--- src/rtl/drink_vend_ctrl.sv ---
`default_nettype none
// ============================================================================
// Module      : drink_vend_ctrl
// Description : Drink machine sequencing controller. Accumulates coin credit,
//               grants a one-hot slot dispense enable when credit covers the
//               price, and returns change/refunds as serial nickel pulses.
// Revision    : 1.0 - initial release
// ============================================================================
module drink_vend_ctrl #(
    parameter int PRICE       = 7,
    parameter int CREDIT_W    = 6,
    parameter int MAX_CREDIT  = 40,
    parameter int ACK_TIMEOUT = 8
) (
    input  logic                clk,
    input  logic                reset,
    input  logic                nickel_in,
    input  logic                dime_in,
    input  logic                quarter_in,
    input  logic                cancel,
    input  logic [3:0]          drink_sel,
    input  logic [3:0]          slot_empty,
    input  logic                dispense_ack,
    output logic [3:0]          slot_en,
    output logic                nickel_out,
    output logic                coin_reject,
    output logic                sel_denied,
    output logic                busy,
    output logic [CREDIT_W-1:0] credit
);

    localparam int CNT_W = $clog2(ACK_TIMEOUT + 1);

    localparam logic [CREDIT_W-1:0] C_PRICE    = CREDIT_W'(PRICE);
    localparam logic [CREDIT_W:0]   C_MAX      = (CREDIT_W + 1)'(MAX_CREDIT);
    localparam logic [CNT_W-1:0]    C_CNT_LAST = CNT_W'(ACK_TIMEOUT - 1);

    typedef enum logic [1:0] {
        S_IDLE     = 2'd0,
        S_COLLECT  = 2'd1,
        S_DISPENSE = 2'd2,
        S_CHANGE   = 2'd3
    } state_t;

    state_t              state_q;
    logic [CREDIT_W-1:0] credit_q;
    logic [3:0]          slot_en_q;
    logic                nickel_out_q;
    logic                coin_reject_q;
    logic                sel_denied_q;
    logic                busy_q;
    logic [CNT_W-1:0]    cnt_q;

    // Coin value of this cycle in nickels (max 8), widened to compare against the ceiling
    logic [3:0]          w_coin_sum4;
    logic [CREDIT_W:0]   w_coin_sum;
    logic [CREDIT_W:0]   w_credit_sum;
    logic                w_coin_any;
    logic                w_coin_fits;
    logic                w_sel_any;
    logic                w_sel_ok;

    assign w_coin_sum4  = {3'b000, nickel_in} + {2'b00, dime_in, 1'b0} + {1'b0, quarter_in, 1'b0, quarter_in};
    assign w_coin_sum   = {{(CREDIT_W - 3){1'b0}}, w_coin_sum4};
    assign w_credit_sum = {1'b0, credit_q} + w_coin_sum;
    assign w_coin_any   = nickel_in | dime_in | quarter_in;
    assign w_coin_fits  = (w_credit_sum <= C_MAX);
    assign w_sel_any    = |drink_sel;
    assign w_sel_ok     = $onehot(drink_sel) && ((drink_sel & slot_empty) == 4'b0000)
                          && (credit_q >= C_PRICE);

    // Main controller: state, credit, dispense timer and all registered outputs
    always_ff @(posedge clk or negedge reset) begin
        if (!reset) begin
            state_q       <= S_IDLE;
            credit_q      <= '0;
            slot_en_q     <= 4'b0000;
            nickel_out_q  <= 1'b0;
            coin_reject_q <= 1'b0;
            sel_denied_q  <= 1'b0;
            busy_q        <= 1'b0;
            cnt_q         <= '0;
        end else begin
            nickel_out_q  <= 1'b0;
            coin_reject_q <= 1'b0;
            sel_denied_q  <= 1'b0;
            case (state_q)
                S_IDLE: begin
                    // Cancel is meaningless with no credit; selections are refused
                    if (w_sel_any) begin
                        sel_denied_q <= 1'b1;
                    end
                    if (w_coin_any) begin
                        if (w_coin_fits) begin
                            credit_q <= w_credit_sum[CREDIT_W-1:0];
                            state_q  <= S_COLLECT;
                        end else begin
                            coin_reject_q <= 1'b1;
                        end
                    end
                end
                S_COLLECT: begin
                    if (cancel) begin
                        coin_reject_q <= w_coin_any;
                        state_q       <= S_CHANGE;
                        busy_q        <= 1'b1;
                    end else if (w_sel_ok) begin
                        coin_reject_q <= w_coin_any;
                        slot_en_q     <= drink_sel;
                        credit_q      <= credit_q - C_PRICE;
                        cnt_q         <= '0;
                        state_q       <= S_DISPENSE;
                        busy_q        <= 1'b1;
                    end else begin
                        if (w_sel_any) begin
                            sel_denied_q <= 1'b1;
                        end
                        if (w_coin_any) begin
                            if (w_coin_fits) begin
                                credit_q <= w_credit_sum[CREDIT_W-1:0];
                            end else begin
                                coin_reject_q <= 1'b1;
                            end
                        end
                    end
                end
                S_DISPENSE: begin
                    coin_reject_q <= w_coin_any;
                    // An ack arriving on the final timeout cycle still wins
                    if (dispense_ack) begin
                        slot_en_q <= 4'b0000;
                        if (credit_q != '0) begin
                            state_q <= S_CHANGE;
                            busy_q  <= 1'b1;
                        end else begin
                            state_q <= S_IDLE;
                            busy_q  <= 1'b0;
                        end
                    end else if (cnt_q == C_CNT_LAST) begin
                        // Abort: give the price back and refund everything
                        slot_en_q <= 4'b0000;
                        credit_q  <= credit_q + C_PRICE;
                        state_q   <= S_CHANGE;
                        busy_q    <= 1'b1;
                    end else begin
                        cnt_q <= cnt_q + 1'b1;
                    end
                end
                S_CHANGE: begin
                    coin_reject_q <= w_coin_any;
                    // Pulses alternate with gap cycles; leave after the last pulse
                    if (nickel_out_q) begin
                        if (credit_q == '0) begin
                            state_q <= S_IDLE;
                            busy_q  <= 1'b0;
                        end
                    end else if (credit_q != '0) begin
                        nickel_out_q <= 1'b1;
                        credit_q     <= credit_q - 1'b1;
                    end else begin
                        state_q <= S_IDLE;
                        busy_q  <= 1'b0;
                    end
                end
                default: begin
                    state_q <= S_IDLE;
                    busy_q  <= 1'b0;
                end
            endcase
        end
    end

    assign slot_en     = slot_en_q;
    assign nickel_out  = nickel_out_q;
    assign coin_reject = coin_reject_q;
    assign sel_denied  = sel_denied_q;
    assign busy        = busy_q;
    assign credit      = credit_q;

endmodule
`default_nettype wire

--- config.mk ---
export PLATFORM = sky130hd
export DESIGN_NAME = drink_vend_ctrl
export DESIGN_NICKNAME = d
export VERILOG_FILES = /design/src/rtl/drink_vend_ctrl.sv
export SDC_FILE = /design/constraint.sdc
export NUM_CORES = 1
export LEC_CHECK = 0
export CORE_ASPECT_RATIO = 1.4
export CORE_MARGIN = 3
export CORE_UTILIZATION = 39
export CTS_CLUSTER_DIAMETER = 60
export DETAILED_ROUTE_END_ITERATION = 8
export GPL_ROUTABILITY_DRIVEN = 0
export PLACE_DENSITY_LB_ADDON = 0.12
export SETUP_SLACK_MARGIN = 0.02
export SLEW_MARGIN = 10
export SYNTH_ARGS = -nofsm -noshare
export SYNTH_HDL_FRONTEND = slang
export SYNTH_SLANG_ARGS = --single-unit
--- constraint.sdc ---
create_clock -name clk -period 3.3 [get_ports clk]
set_clock_uncertainty 0.1 [all_clocks]
set_input_delay 0.99 -clock clk [delete_from_list [all_inputs] [get_ports clk]]
set_output_delay 0.99 -clock clk [all_outputs]
set_load 0.02 [all_outputs]
==> metrics.md <==
| Metric | Value |
|---|---|
| Syn_area_per_cell | between 8 and 9 sq um |
| Max Cap Viol | 0 |
| Final hold vios | 0 |
| Fin. max-slew vios | 0 |
| Number of flops mapped to enable cells by yosys | 0 |
| Vias in the first global route | 1718 |
| Die area | about 0.0052 sq mm |
| Vias | 1631 |
| CP max-delay cell | fa_1 |
| Synth area leaders | dfrtp_1 30%, ha_1 8.1%, nand2_1 3.8% |
| Cell taking the most area after synthesis | dfrtp_1 |
| # IOs | 29 |
| Unrepaired setup endpoints after global routing | yes |
| Worst-case reg-to-reg path depth | 8 |
| Critical-path cell list | buf_2 -> inv_2 -> fa_1 -> inv_1 -> ha_2 -> ha_4 -> nor3b_4 -> and3_4 -> buf_6 -> a21oi_4 -> or3_1 -> o21ai_1 -> and3b_1 |
| 1st-iter DRT viols | 48 |
| Crit-path max FO | 3 |
| Post-Syn Area | 0.001690 sq mm |
| WP buf/inv | 4 |
| HP Start | nickel_out$_DFF_PN0_ |
| TritonCTS Sinks | 20 |
| Ys flop type | dfrtp_1 |
| Seq/Total Area, Yosys | 29.61% |
| Drc violations | 0 |
| Power Dens Cells | slightly below 1000 mW/mm^2 |
| Share of the synthesized area in the top cell type | 29.61% |
| Per-cell routed wire length | ~16 um |
| NumNets Final | 273 |
| Reg2reg end | slot_en[1]$_DFFE_PN0P_ |
| Fin crit share | a little over nine tenths |
| Combinational fraction of design power | 66.4% |
| First-pass DRT Iterations | 4 |
| Worst-path clk slew | 80 ps |
| H-tree Lvls | 1 |
| Switching power | 0.001010 W |
| Start-to-end type of the worst setup path | primary input to flop |
| Starting density of the core | 41.70% |
| Clock power share | 11.0% |
| Setup crit start | drink_sel[0] |
| CTS tree | yes |
| Final Non-Filler Cells | between 200 and 300 |
| Row Count | 27 |
| Later-pin clock latency in the skew report | between 200 and 300 ps |
| CP endpoint kind | flop |
| Clk root buf | clkbuf_8 |
| CP top delay family | simple AND/OR/NAND/NOR gates |
| Fmax | 311.7 MHz |
| Worst-Margin Slew | about 850 ps |
| Die width | 61.64 um |
| Synth async-reset ratio | 100.0% |
| Hold Path Depth | 1 |
| Share of cells above drive strength 1 | 26.75% |
| Switching part of the total | 43.88% |
| Largest net degree at the start of global routing | 23 |
| WHS Endpoint | nickel_out$_DFF_PN0_ |
| HP Class | flop to flop |
| CTS max path bufs | 2 |
| Post-placement cell count | 280 |
| Initial antenna violation count | 0 |
| Hold buffer count at CTS | 0 |
| Int Power | 0.001292 W |
| Ys Warns | 0 |
| FF-to-FF Start | credit[1]$_DFFE_PN0P_ |
| Tmin final | about 3200 ps |
| Via density | 5.703 |
| Most frequent cells in the layout | 28 x buf_4, 23 x clkdlybuf4s50_1, 20 x dfrtp_1 |
| Post-DRT Antenna Nets | 0 |
| Setup violations, final | 0 |
| P&R area growth vs syn | 40.04% |
| Share of power burned in registers | 22.6% |
| Post-DP HPWL | 3496 um |
| Gr usage total | about a fifth |
| Crit path DAT | 3270 ps |
| Diode count | 0 |
| CP max stage delay | 520 ps |
| Status | finished clean |
| Buffers on Ports | 28 |
| Overflow after GRT | 0 |
| CTS buffer count | 3 |
| Reg2reg setup slack | 500 ps |
| Synthesized instance count | 188 |
| Final wirelength | 4704 um |
| Unique masters post-synth | 55 |
| LEAKAGE | 1.056 nW |
| First-pass GRT wire length | 7700 um |
| Total design power | approximately 0.0023 W |
| Slew headroom | 43.37% |
| VDD IR max | around 400 uV |
| Most common cell after layout, fill and taps aside | buf_4 |
| Core region area | 0.004054 sq mm |
| CP startpoint kind | primary input |
| CP Data Required Time | ~3400 ps |
| Synth Net Count | 217 |
| Die Height | approximately 84 um |
| Seq cells post-synth | 20 |
==> cell families after synthesis <==
| logic type | share of synthesized area (%) |
|---|---|
| flops | 29.61 |
| fa+ha+maj | 11.70 |
| mux | 1.850 |
| compound gates | 23.24 |
| xor+xnor | 5.181 |
| simple gates | 21.10 |
| buf+inv | 7.328 |
==> registers in the layout, summed over array words and instances (netlist names) <==
| register | cells |
|---|---|
| state_q | 2 |
| slot_en | 4 |
| cnt_q | 4 |
| busy | 1 |
| credit | 6 |
| coin_reject | 1 |
| sel_denied | 1 |
| nickel_out | 1 |
==> how the worst max path moves through the flow <==
stage                            end  slack, ps  depth (start not counted)
3_5_place_dp   credit[3]$_DFFE_PN0P_       -730                         13
5_1_grt        credit[0]$_DFFE_PN0P_        -10                         12
2_1_floorplan  credit[0]$_DFFE_PN0P_        -10                         11
3_3_place_gp   credit[3]$_DFFE_PN0P_       -690                         13
4_1_cts        credit[0]$_DFFE_PN0P_         30                         13
6_report       credit[0]$_DFFE_PN0P_         90                         13
==> power by group through the flow <==
stage / clock [W] / combinational, W / sequential [W]
4_1_cts: 0.000260 / 0.00148 / 0.000516
5_1_grt: 0.000266 / 0.00167 / 0.000543
3_5_place_dp: 0 / 0.00140 / 0.000515
6_report: 0.000252 / 0.00153 / 0.000521
3_3_place_gp: 0 / 0.00138 / 0.000514
2_1_floorplan: 0 / 0.000969 / 0.000482
==> final cells by class <==
| cell class | count | area, sq um |
|---|---|---|
| inverters | 15 | 56.30 |
| clock inverters | 1 | 30.03 |
| repair buffers | 60 | 518.0 |
| clock buffers | 3 | 41.29 |
| flip-flops and latches | 20 | 500.5 |
| fillers | 363 | 1687 |
| well taps | 43 | 53.80 |
| multi-input cells | 144 | 1167 |
==> synth_stat cells, types with 3 or more instances <==
master    number
o21a_1         3
xor2_1         4
inv_1         15
a22o_1         7
a21o_1         3
dfrtp_1       20
fa_1           3
nand2_1       17
nand2b_1       4
o21ai_0        7
xnor2_1        6
buf_4          5
nor2_1        10
or3_1          3
ha_1          11
o31ai_1        3
a21oi_1       11
nor3_1         7
==> per-stage QoR <==
step	util (%)	hold slack [ps]	cell area [sq um]	setup TNS, ps	setup WS (ps)
final	58.40	371.2	2367	0	91.70
after global routing	58.40	408.2	2367	-12.45	-12.45
after CTS	57.62	375.7	2336	0	27.44
after detailed placement	54.10	364.1	2193	-10410	-733.0
after global placement	54.10	349.4	2193	-9750	-691.1
after floorplan	-	392.1	1702	-10.07	-10.07
==> layer usage <==
layer  share of wire [%]  vias to the layer above  GRT usage, %
met1                  40                      767         22.48
met5                   0                        -             0
met2                  52                       54         32.70
li1                    -                      793             -
met3                 4.0                       17         2.477
met4                 4.7                        0         11.00
==> timing repair <==
item | 4_1_cts | 5_1_grt
endpoints found under the setup margin | 19 | 7
gates resized for setup | 29 | 10
setup buffers | 2 | 0
pin swaps | 11 | 7
Power figures use the tool's default switching activity.
